[config.mk]
export PLATFORM = sky130hd
export DESIGN_NAME = pc_sequencer_flat
export DESIGN_NICKNAME = d
export VERILOG_FILES = /design/src/rtl/pc_seq_pkg.sv /design/src/rtl/pc_sequencer_if.sv /design/src/rtl/pc_next_mux.sv /design/src/rtl/pc_sequencer.sv /design/src/flat_wrapper.sv
export SDC_FILE = /design/constraint.sdc
export NUM_CORES = 1
export LEC_CHECK = 0
export ABC_CLOCK_PERIOD_IN_PS = 1550
export BUFFER_PORTS_ARGS = -buffer_cell sky130_fd_sc_hd__buf_4
export CAP_MARGIN = 40
export CORE_UTILIZATION = 34
export CTS_CLUSTER_DIAMETER = 60
export DETAILED_ROUTE_END_ITERATION = 6
export PLACE_DENSITY_LB_ADDON = 0.1
export SLEW_MARGIN = 20
export SYNTH_ARGS = -nofsm -noshare
export SYNTH_HDL_FRONTEND = slang
export SYNTH_SLANG_ARGS = --single-unit
export TNS_END_PERCENT = 30
[constraint.sdc]
create_clock -name CLK -period 1.55 [get_ports CLK]
set_input_delay 0.2325 -clock CLK [delete_from_list [all_inputs] [get_ports CLK]]
set_output_delay 0.2325 -clock CLK [all_outputs]
set_load 0.005 [all_outputs]
[src/rtl/pc_seq_pkg.sv]
// Shared types and constants for the fetch-PC sequencer and anything that traces
// which source last wrote r_pc.
package pc_seq_pkg;

   typedef enum logic [2:0] {
      ST_HOLD,
      ST_ACT,
      ST_START,
      ST_RUN,
      ST_HALT
   } state_e;

   typedef enum logic [2:0] {
      SRC_NONE,
      SRC_RESET,
      SRC_TRAP,
      SRC_BR,
      SRC_SEQ
   } src_e;

   localparam logic [31:0] BOOT_PC_ALIGN_MASK = 32'hFFFF_FFFC;

endpackage

[src/rtl/pc_sequencer_if.sv]
// Bundle of the reset-unit, redirect, fetch and r_pc register signals around the
// sequencer. master is the sequencer side; slave is the core environment side.
interface pc_sequencer_if;
   import pc_seq_pkg::*;

   logic        RSTU_ACT;
   logic [31:0] RSTU_PC_D;
   logic        RSTU_PC_WE;
   logic        TRAP_VLD;
   logic [31:0] TRAP_PC;
   logic        BR_VLD;
   logic [31:0] BR_PC;
   logic        FETCH_FIRE;
   logic        DBG_HALT;
   logic [31:0] r_pc_Q;
   logic [31:0] r_pc_D;
   logic        r_pc_WE;
   logic        FETCH_EN;
   logic        FLUSH;
   logic        HALTED;
   src_e        PC_SRC;

   modport master (
      input  RSTU_PC_D, RSTU_PC_WE, TRAP_VLD, TRAP_PC, BR_VLD, BR_PC,
             FETCH_FIRE, DBG_HALT, r_pc_Q,
      output RSTU_ACT, r_pc_D, r_pc_WE, FETCH_EN, FLUSH, HALTED, PC_SRC
   );

   modport slave (
      output RSTU_PC_D, RSTU_PC_WE, TRAP_VLD, TRAP_PC, BR_VLD, BR_PC,
             FETCH_FIRE, DBG_HALT, r_pc_Q,
      input  RSTU_ACT, r_pc_D, r_pc_WE, FETCH_EN, FLUSH, HALTED, PC_SRC
   );

endinterface

[src/rtl/pc_next_mux.sv]
// Combinational priority select for the next r_pc write: reset vector, trap,
// branch redirect, then sequential fetch-block advance.
module pc_next_mux
   import pc_seq_pkg::*;
#(
   parameter int unsigned FETCH_BYTES = 8
) (
   input  state_e      state,
   input  logic        rst,
   input  logic [31:0] rstu_pc_d,
   input  logic        rstu_pc_we,
   input  logic        trap_vld,
   input  logic [31:0] trap_pc,
   input  logic        br_vld,
   input  logic [31:0] br_pc,
   input  logic        fetch_fire,
   input  logic [31:0] r_pc_q,
   output logic [31:0] r_pc_d,
   output logic        r_pc_we,
   output logic        flush,
   output src_e        src
);

   localparam logic [31:0] FETCH_INC = 32'(FETCH_BYTES);
   localparam logic [31:0] BLK_MASK  = ~(FETCH_INC - 32'd1);

   always_comb begin
      r_pc_d  = '0;
      r_pc_we = 1'b0;
      flush   = 1'b0;
      src     = SRC_NONE;
      if (!rst) begin
         case (state)
            ST_ACT: begin
               r_pc_d  = rstu_pc_d;
               r_pc_we = rstu_pc_we;
               flush   = 1'b1;
               src     = SRC_RESET;
            end
            ST_RUN, ST_HALT: begin
               if (trap_vld) begin
                  r_pc_d  = trap_pc & BOOT_PC_ALIGN_MASK;
                  r_pc_we = 1'b1;
                  flush   = 1'b1;
                  src     = SRC_TRAP;
               end else if (br_vld) begin
                  r_pc_d  = br_pc & BOOT_PC_ALIGN_MASK;
                  r_pc_we = 1'b1;
                  flush   = 1'b1;
                  src     = SRC_BR;
               end else if (fetch_fire && (state == ST_RUN)) begin
                  // Advance from the start of the current block; the add wraps at 2^32.
                  r_pc_d  = (r_pc_q & BLK_MASK) + FETCH_INC;
                  r_pc_we = 1'b1;
                  src     = SRC_SEQ;
               end
            end
            default: ;
         endcase
      end
   end

endmodule

[src/rtl/pc_sequencer.sv]
// Sole writer of the architectural fetch PC: boot hold/ACT sequence, then
// redirect/advance arbitration with debug halt.
module pc_sequencer
   import pc_seq_pkg::*;
#(
   parameter int unsigned RESET_HOLD_CYCLES = 4,
   parameter int unsigned FETCH_BYTES       = 8
) (
   input  logic           CLK,
   input  logic           RST,
   pc_sequencer_if.master bus
);

   localparam logic [7:0] HOLD_INIT = 8'(RESET_HOLD_CYCLES - 1);

   state_e     state_q, state_d;
   logic [7:0] cnt_q, cnt_d;

   always_comb begin
      state_d = state_q;
      cnt_d   = cnt_q;
      case (state_q)
         ST_HOLD: begin
            if (cnt_q == 8'd0) state_d = ST_ACT;
            else               cnt_d   = cnt_q - 8'd1;
         end
         ST_ACT:   state_d = ST_START;
         ST_START: state_d = bus.DBG_HALT ? ST_HALT : ST_RUN;
         ST_RUN:   if (bus.DBG_HALT) state_d = ST_HALT;
         ST_HALT:  if (!bus.DBG_HALT) state_d = ST_RUN;
         default:  state_d = ST_HOLD;
      endcase
   end

   always_ff @(posedge CLK) begin
      if (RST) begin
         state_q <= ST_HOLD;
         cnt_q   <= HOLD_INIT;
      end else begin
         state_q <= state_d;
         cnt_q   <= cnt_d;
      end
   end

   // Reset forces every control output low even before the state register settles.
   assign bus.RSTU_ACT = !RST && (state_q == ST_ACT);
   assign bus.FETCH_EN = !RST && (state_q == ST_RUN);
   assign bus.HALTED   = !RST && (state_q == ST_HALT);

   pc_next_mux #(
      .FETCH_BYTES (FETCH_BYTES)
   ) u_next_mux (
      .state      (state_q),
      .rst        (RST),
      .rstu_pc_d  (bus.RSTU_PC_D),
      .rstu_pc_we (bus.RSTU_PC_WE),
      .trap_vld   (bus.TRAP_VLD),
      .trap_pc    (bus.TRAP_PC),
      .br_vld     (bus.BR_VLD),
      .br_pc      (bus.BR_PC),
      .fetch_fire (bus.FETCH_FIRE),
      .r_pc_q     (bus.r_pc_Q),
      .r_pc_d     (bus.r_pc_D),
      .r_pc_we    (bus.r_pc_WE),
      .flush      (bus.FLUSH),
      .src        (bus.PC_SRC)
   );

endmodule

[src/flat_wrapper.sv]
// flat-port wrapper written by rule: the top's interface ports become plain ports
module pc_sequencer_flat import pc_seq_pkg::*;
#(
   parameter int unsigned RESET_HOLD_CYCLES = 4,
   parameter int unsigned FETCH_BYTES       = 8
)
  (CLK, RST, bus_RSTU_PC_D, bus_RSTU_PC_WE, bus_TRAP_VLD, bus_TRAP_PC, bus_BR_VLD, bus_BR_PC, bus_FETCH_FIRE, bus_DBG_HALT, bus_r_pc_Q, bus_RSTU_ACT, bus_r_pc_D, bus_r_pc_WE, bus_FETCH_EN, bus_FLUSH, bus_HALTED, bus_PC_SRC);
  pc_sequencer_if bus_i ();
  input  logic CLK;
  input  logic RST;
  input wire logic [$bits(bus_i.RSTU_PC_D)-1:0] bus_RSTU_PC_D;
  input wire logic [$bits(bus_i.RSTU_PC_WE)-1:0] bus_RSTU_PC_WE;
  input wire logic [$bits(bus_i.TRAP_VLD)-1:0] bus_TRAP_VLD;
  input wire logic [$bits(bus_i.TRAP_PC)-1:0] bus_TRAP_PC;
  input wire logic [$bits(bus_i.BR_VLD)-1:0] bus_BR_VLD;
  input wire logic [$bits(bus_i.BR_PC)-1:0] bus_BR_PC;
  input wire logic [$bits(bus_i.FETCH_FIRE)-1:0] bus_FETCH_FIRE;
  input wire logic [$bits(bus_i.DBG_HALT)-1:0] bus_DBG_HALT;
  input wire logic [$bits(bus_i.r_pc_Q)-1:0] bus_r_pc_Q;
  output wire logic [$bits(bus_i.RSTU_ACT)-1:0] bus_RSTU_ACT;
  output wire logic [$bits(bus_i.r_pc_D)-1:0] bus_r_pc_D;
  output wire logic [$bits(bus_i.r_pc_WE)-1:0] bus_r_pc_WE;
  output wire logic [$bits(bus_i.FETCH_EN)-1:0] bus_FETCH_EN;
  output wire logic [$bits(bus_i.FLUSH)-1:0] bus_FLUSH;
  output wire logic [$bits(bus_i.HALTED)-1:0] bus_HALTED;
  output wire logic [$bits(bus_i.PC_SRC)-1:0] bus_PC_SRC;
  assign bus_i.RSTU_PC_D = bus_RSTU_PC_D;
  assign bus_i.RSTU_PC_WE = bus_RSTU_PC_WE;
  assign bus_i.TRAP_VLD = bus_TRAP_VLD;
  assign bus_i.TRAP_PC = bus_TRAP_PC;
  assign bus_i.BR_VLD = bus_BR_VLD;
  assign bus_i.BR_PC = bus_BR_PC;
  assign bus_i.FETCH_FIRE = bus_FETCH_FIRE;
  assign bus_i.DBG_HALT = bus_DBG_HALT;
  assign bus_i.r_pc_Q = bus_r_pc_Q;
  assign bus_RSTU_ACT = bus_i.RSTU_ACT;
  assign bus_r_pc_D = bus_i.r_pc_D;
  assign bus_r_pc_WE = bus_i.r_pc_WE;
  assign bus_FETCH_EN = bus_i.FETCH_EN;
  assign bus_FLUSH = bus_i.FLUSH;
  assign bus_HALTED = bus_i.HALTED;
  assign bus_PC_SRC = bus_i.PC_SRC;
  pc_sequencer #(.RESET_HOLD_CYCLES(RESET_HOLD_CYCLES), .FETCH_BYTES(FETCH_BYTES)) u_core (.CLK(CLK), .RST(RST), .bus(bus_i));
endmodule
==> run_results.csv <==
group,metric,value,unit
power,p_leak,0.00189,uW
synth,synth_cells,276,
synth,seq_area_frac_synth,11.5,%
layout,final_core_util,76.7,%
flow_run,cap_viol_max_count,0,
setup_path,cp_slowest_cell,"a222oi_1",
setup_path,r2r_start,"u_core.cnt_q[0]$_SDFFE_PP1P_",
power,p_clk_share,13.5,%
die,initial_utilization,36.3,%
die,io_pins,175,
timing,hold_viol_final,0,
cts,cts_num_sinks,11,
synth,synth_cell_types,42,
timing,skew,6.63,ps
timing,finalCriticalPeriod,2140,ps
routing,dr.pass1.iters,7,
layout,antenna_cells,0,
routing,antenna_left,0,
synth,yosys.area.top_type,"dfxtp_1",
layout,finalInstanceArea,0.00404,sq mm
routing,via_count,3113,
routing,finalWirelength,9350,um
cts,cts_buffers,3,
placed_design,place_inst,562,
placed_design,finalWeightedCongestion,0.943,
power,p_seq_share,20.2,%
power,pwr-share-comb,66.3,%
timing,finalCritPeriodShare,138,%
die,design.core.area,0.00527,sq mm
die,dieArea,0.00593,sq mm
power,power_switching,833,uW
worst_hold_path,holdCritStartpoint,"bus_DBG_HALT",
routing,drc_errors,0,
layout,nets,644,
setup_path,start_kind,"flip-flop",
layout,layout_common_cells,"buf_4 (235), nand2_1 (24), xnor2_1 (22), nor2_1 (21), a21oi_1 (17)",
cts,cts_hold_buf,0,
synth,synth_area_leaders,"dfxtp_1 (12%), xnor2_1 (10%), a21oi_1 (5.5%), a22oi_1 (5.5%), o21ai_0 (5.5%)",
power,ir_worst_vdd,0.602,mV
setup_path,path_delay_family,"compound AO/OA/AOI/OAI gates",
run_status,status,"finished with violations",
global_route,track_usage,28.3,%
power,swShare,37.9,%
cts,clock_latency,240,ps
routing,routed_via_density,5.41,
setup_path,cp.required,1320,ps
timing,slew-limit-headroom,69.5,%
die,die_w,77.0,um
setup_path,worstPathCellList,"nor4bb_4, or2_4, and2_4, a222oi_1, o21ai_1, buf_4",
timing,grt_setup_unrepaired,"true",
cts,path_clk_slew,50,ps
global_route,antenna_found_initial,0,
setup_path,critPathArrivalTime,1910,ps
layout,mostFrequentLayoutCell,"buf_4",
layout,drive_gt1_share,58.0,%
setup_path,critPathMaxStageDelay,450,ps
cts,cts_tree,"done",
placed_design,numPortBuffers,167,
setup_path,startpoint,"u_core.state_q[1]$_SDFFE_PP0P_",
global_route,globalRouteOverflowTotal,0,
global_route,grt_pass1_wl,13800,um
run_status,violations,"setup timing",
cts,clk_path_buf_depth,2,
setup_path,cp_num_buf_inv,1,
global_route,grt_pass1_vias,3019,
power,powerDensity,544,mW/mm^2
global_route,grt_start_max_net_pins,25,
routing,wire_per_inst,16.3,um
synth,avgSynthCellArea,6.93,sq um
timing,finalSetupViolCount,41,
setup_path,path_class,"reg -> out",
synth,synthesis.area,0.00191,sq mm
synth,ys_ff_latch,11,
synth,synth_top_cell_area_share,11.5,%
layout,final_cells,575,
setup_path,path_max_fanout,4,
die,die_h,77.0,um
placed_design,placed_cell_area,0.00372,sq mm
synth,syn_nets,414,
layout,area_growth,111,%
cts,cts-htree-levels,1,
setup_path,worst_setup_path_end_kind,"primary output",
timing,fmax,0.467,GHz
timing,worst_pin_slew,458,ps
routing,first_iter_violations,177,
synth,yosys_warnings,0,
power,internal_power,1370,uW
placed_design,dp_hpwl,6960,um
timing,setup_ws,-591,ps
worst_hold_path,min_path_type,"in -> reg",
timing,slew_viol_final,0,
cts,root_buffer,"clkbuf_8",
die,row_count,26,
## registers in the layout (all words and copies together), names as in the netlist
name	cells
u_core.cnt_q	8
u_core.state_q	3
## cell families (layout without fill, tap and decap cells)
group                    count (synthesis)  after routing  synth area share [%]
buffers and inverters                   27            256                  7.00
AND/OR/NAND/NOR                        119            119                  35.0
multiplexers                             1              1                 0.523
flip-flops                              11             11                  11.5
AO/OA/AOI/OAI                           85             85                  30.3
adder cells (fa/ha/maj)                  3              3                  1.96
XOR/XNOR                                30             30                  13.7
## what timing repair did
item                       CTS  global route
gates resized for setup     44            12
cloned                       0             3
pin swaps                   13             5
setup endpoints to repair   46            47
buffers inserted             4             2
## worst reg2reg max path, stage by stage (launching register included)
cell	delay (ps)
dfxtp_1	340
inv_1	60
ha_1	190
nor2b_2	170
nand3_2	120
nand4_1	130
or4_1	420
a21oi_1	130
## cells in the mapped netlist
cell type	instances
buf_2	5
or4_1	1
a32o_1	9
nand2b_1	2
nor2_1	24
inv_1	8
and4_1	3
buf_4	1
buf_6	3
nand4_1	9
nand3_1	12
a21oi_1	21
nor4b_2	1
xor2_1	8
nor4_1	6
nor4b_1	1
nor3_1	8
a222oi_1	7
or3_1	1
o31ai_1	2
clkbuf_1	10
nand4_4	1
o221ai_1	7
or3b_2	2
or2_2	3
and3_1	6
nor3b_1	3
o21ai_0	21
nor3_2	1
nand2_1	26
dfxtp_1	11
xnor2_1	22
and2_1	4
o21ai_1	2
a22oi_1	14
nor4bb_2	1
or2_1	1
nor2b_1	2
a211o_1	2
nor4b_4	1
ha_1	3
mux2i_1	1
## final timing paths
path / endpoint / slack (ps) / depth (start not counted)
hold reg to reg: u_core.cnt_q[3]$_SDFFE_PP0P_ / 520 / 2
setup / recovery: bus_r_pc_D[14] / -590 / 6
hold / removal: u_core.state_q[2]$_SDFFE_PP0P_ / 310 / 2
setup reg to reg: u_core.cnt_q[7]$_SDFFE_PP0P_ / -80 / 7
## through the flow
step / TNS [ps] / worst slack [ps] / hold WS (ps) / total power (uW)
global placement: -7720 / -333 / 476 / 1720
global route: -20080 / -595 / 313 / 2330
floorplan: -990 / -159 / 334 / 1040
detailed placement: -8790 / -383 / 481 / 1750
finish: -17380 / -591 / 306 / 2200
CTS: -14420 / -544 / 306 / 2130
## metal layers
metal  GRT usage, %  share of wire, %
met1           33.7                39
met2           52.1                52
met3           3.57               6.9
met4           8.68               2.3
met5              0                 0
## power by group through the flow
stage | logic (uW) | registers, uW | clock network, uW
after global routing | 1570 | 451 | 306
after detailed placement | 1320 | 435 | 0
after floorplan | 627 | 418 | 0
final | 1460 | 444 | 297
after CTS | 1400 | 433 | 293
after global placement | 1290 | 431 | 0
## cell type report
cell class                      instances  area [sq um]
Timing Repair Buffer                  244          1920
Clock buffer                            3          41.3
Multi-Input combinational cell        238          1730
Inverter                                8          30.0
Sequential cell                        11           224
Fill cell                             415          1230
Clock inverter                          1          5.00
Tap cell                               70          87.6
(Power assumes the default switching activity.)
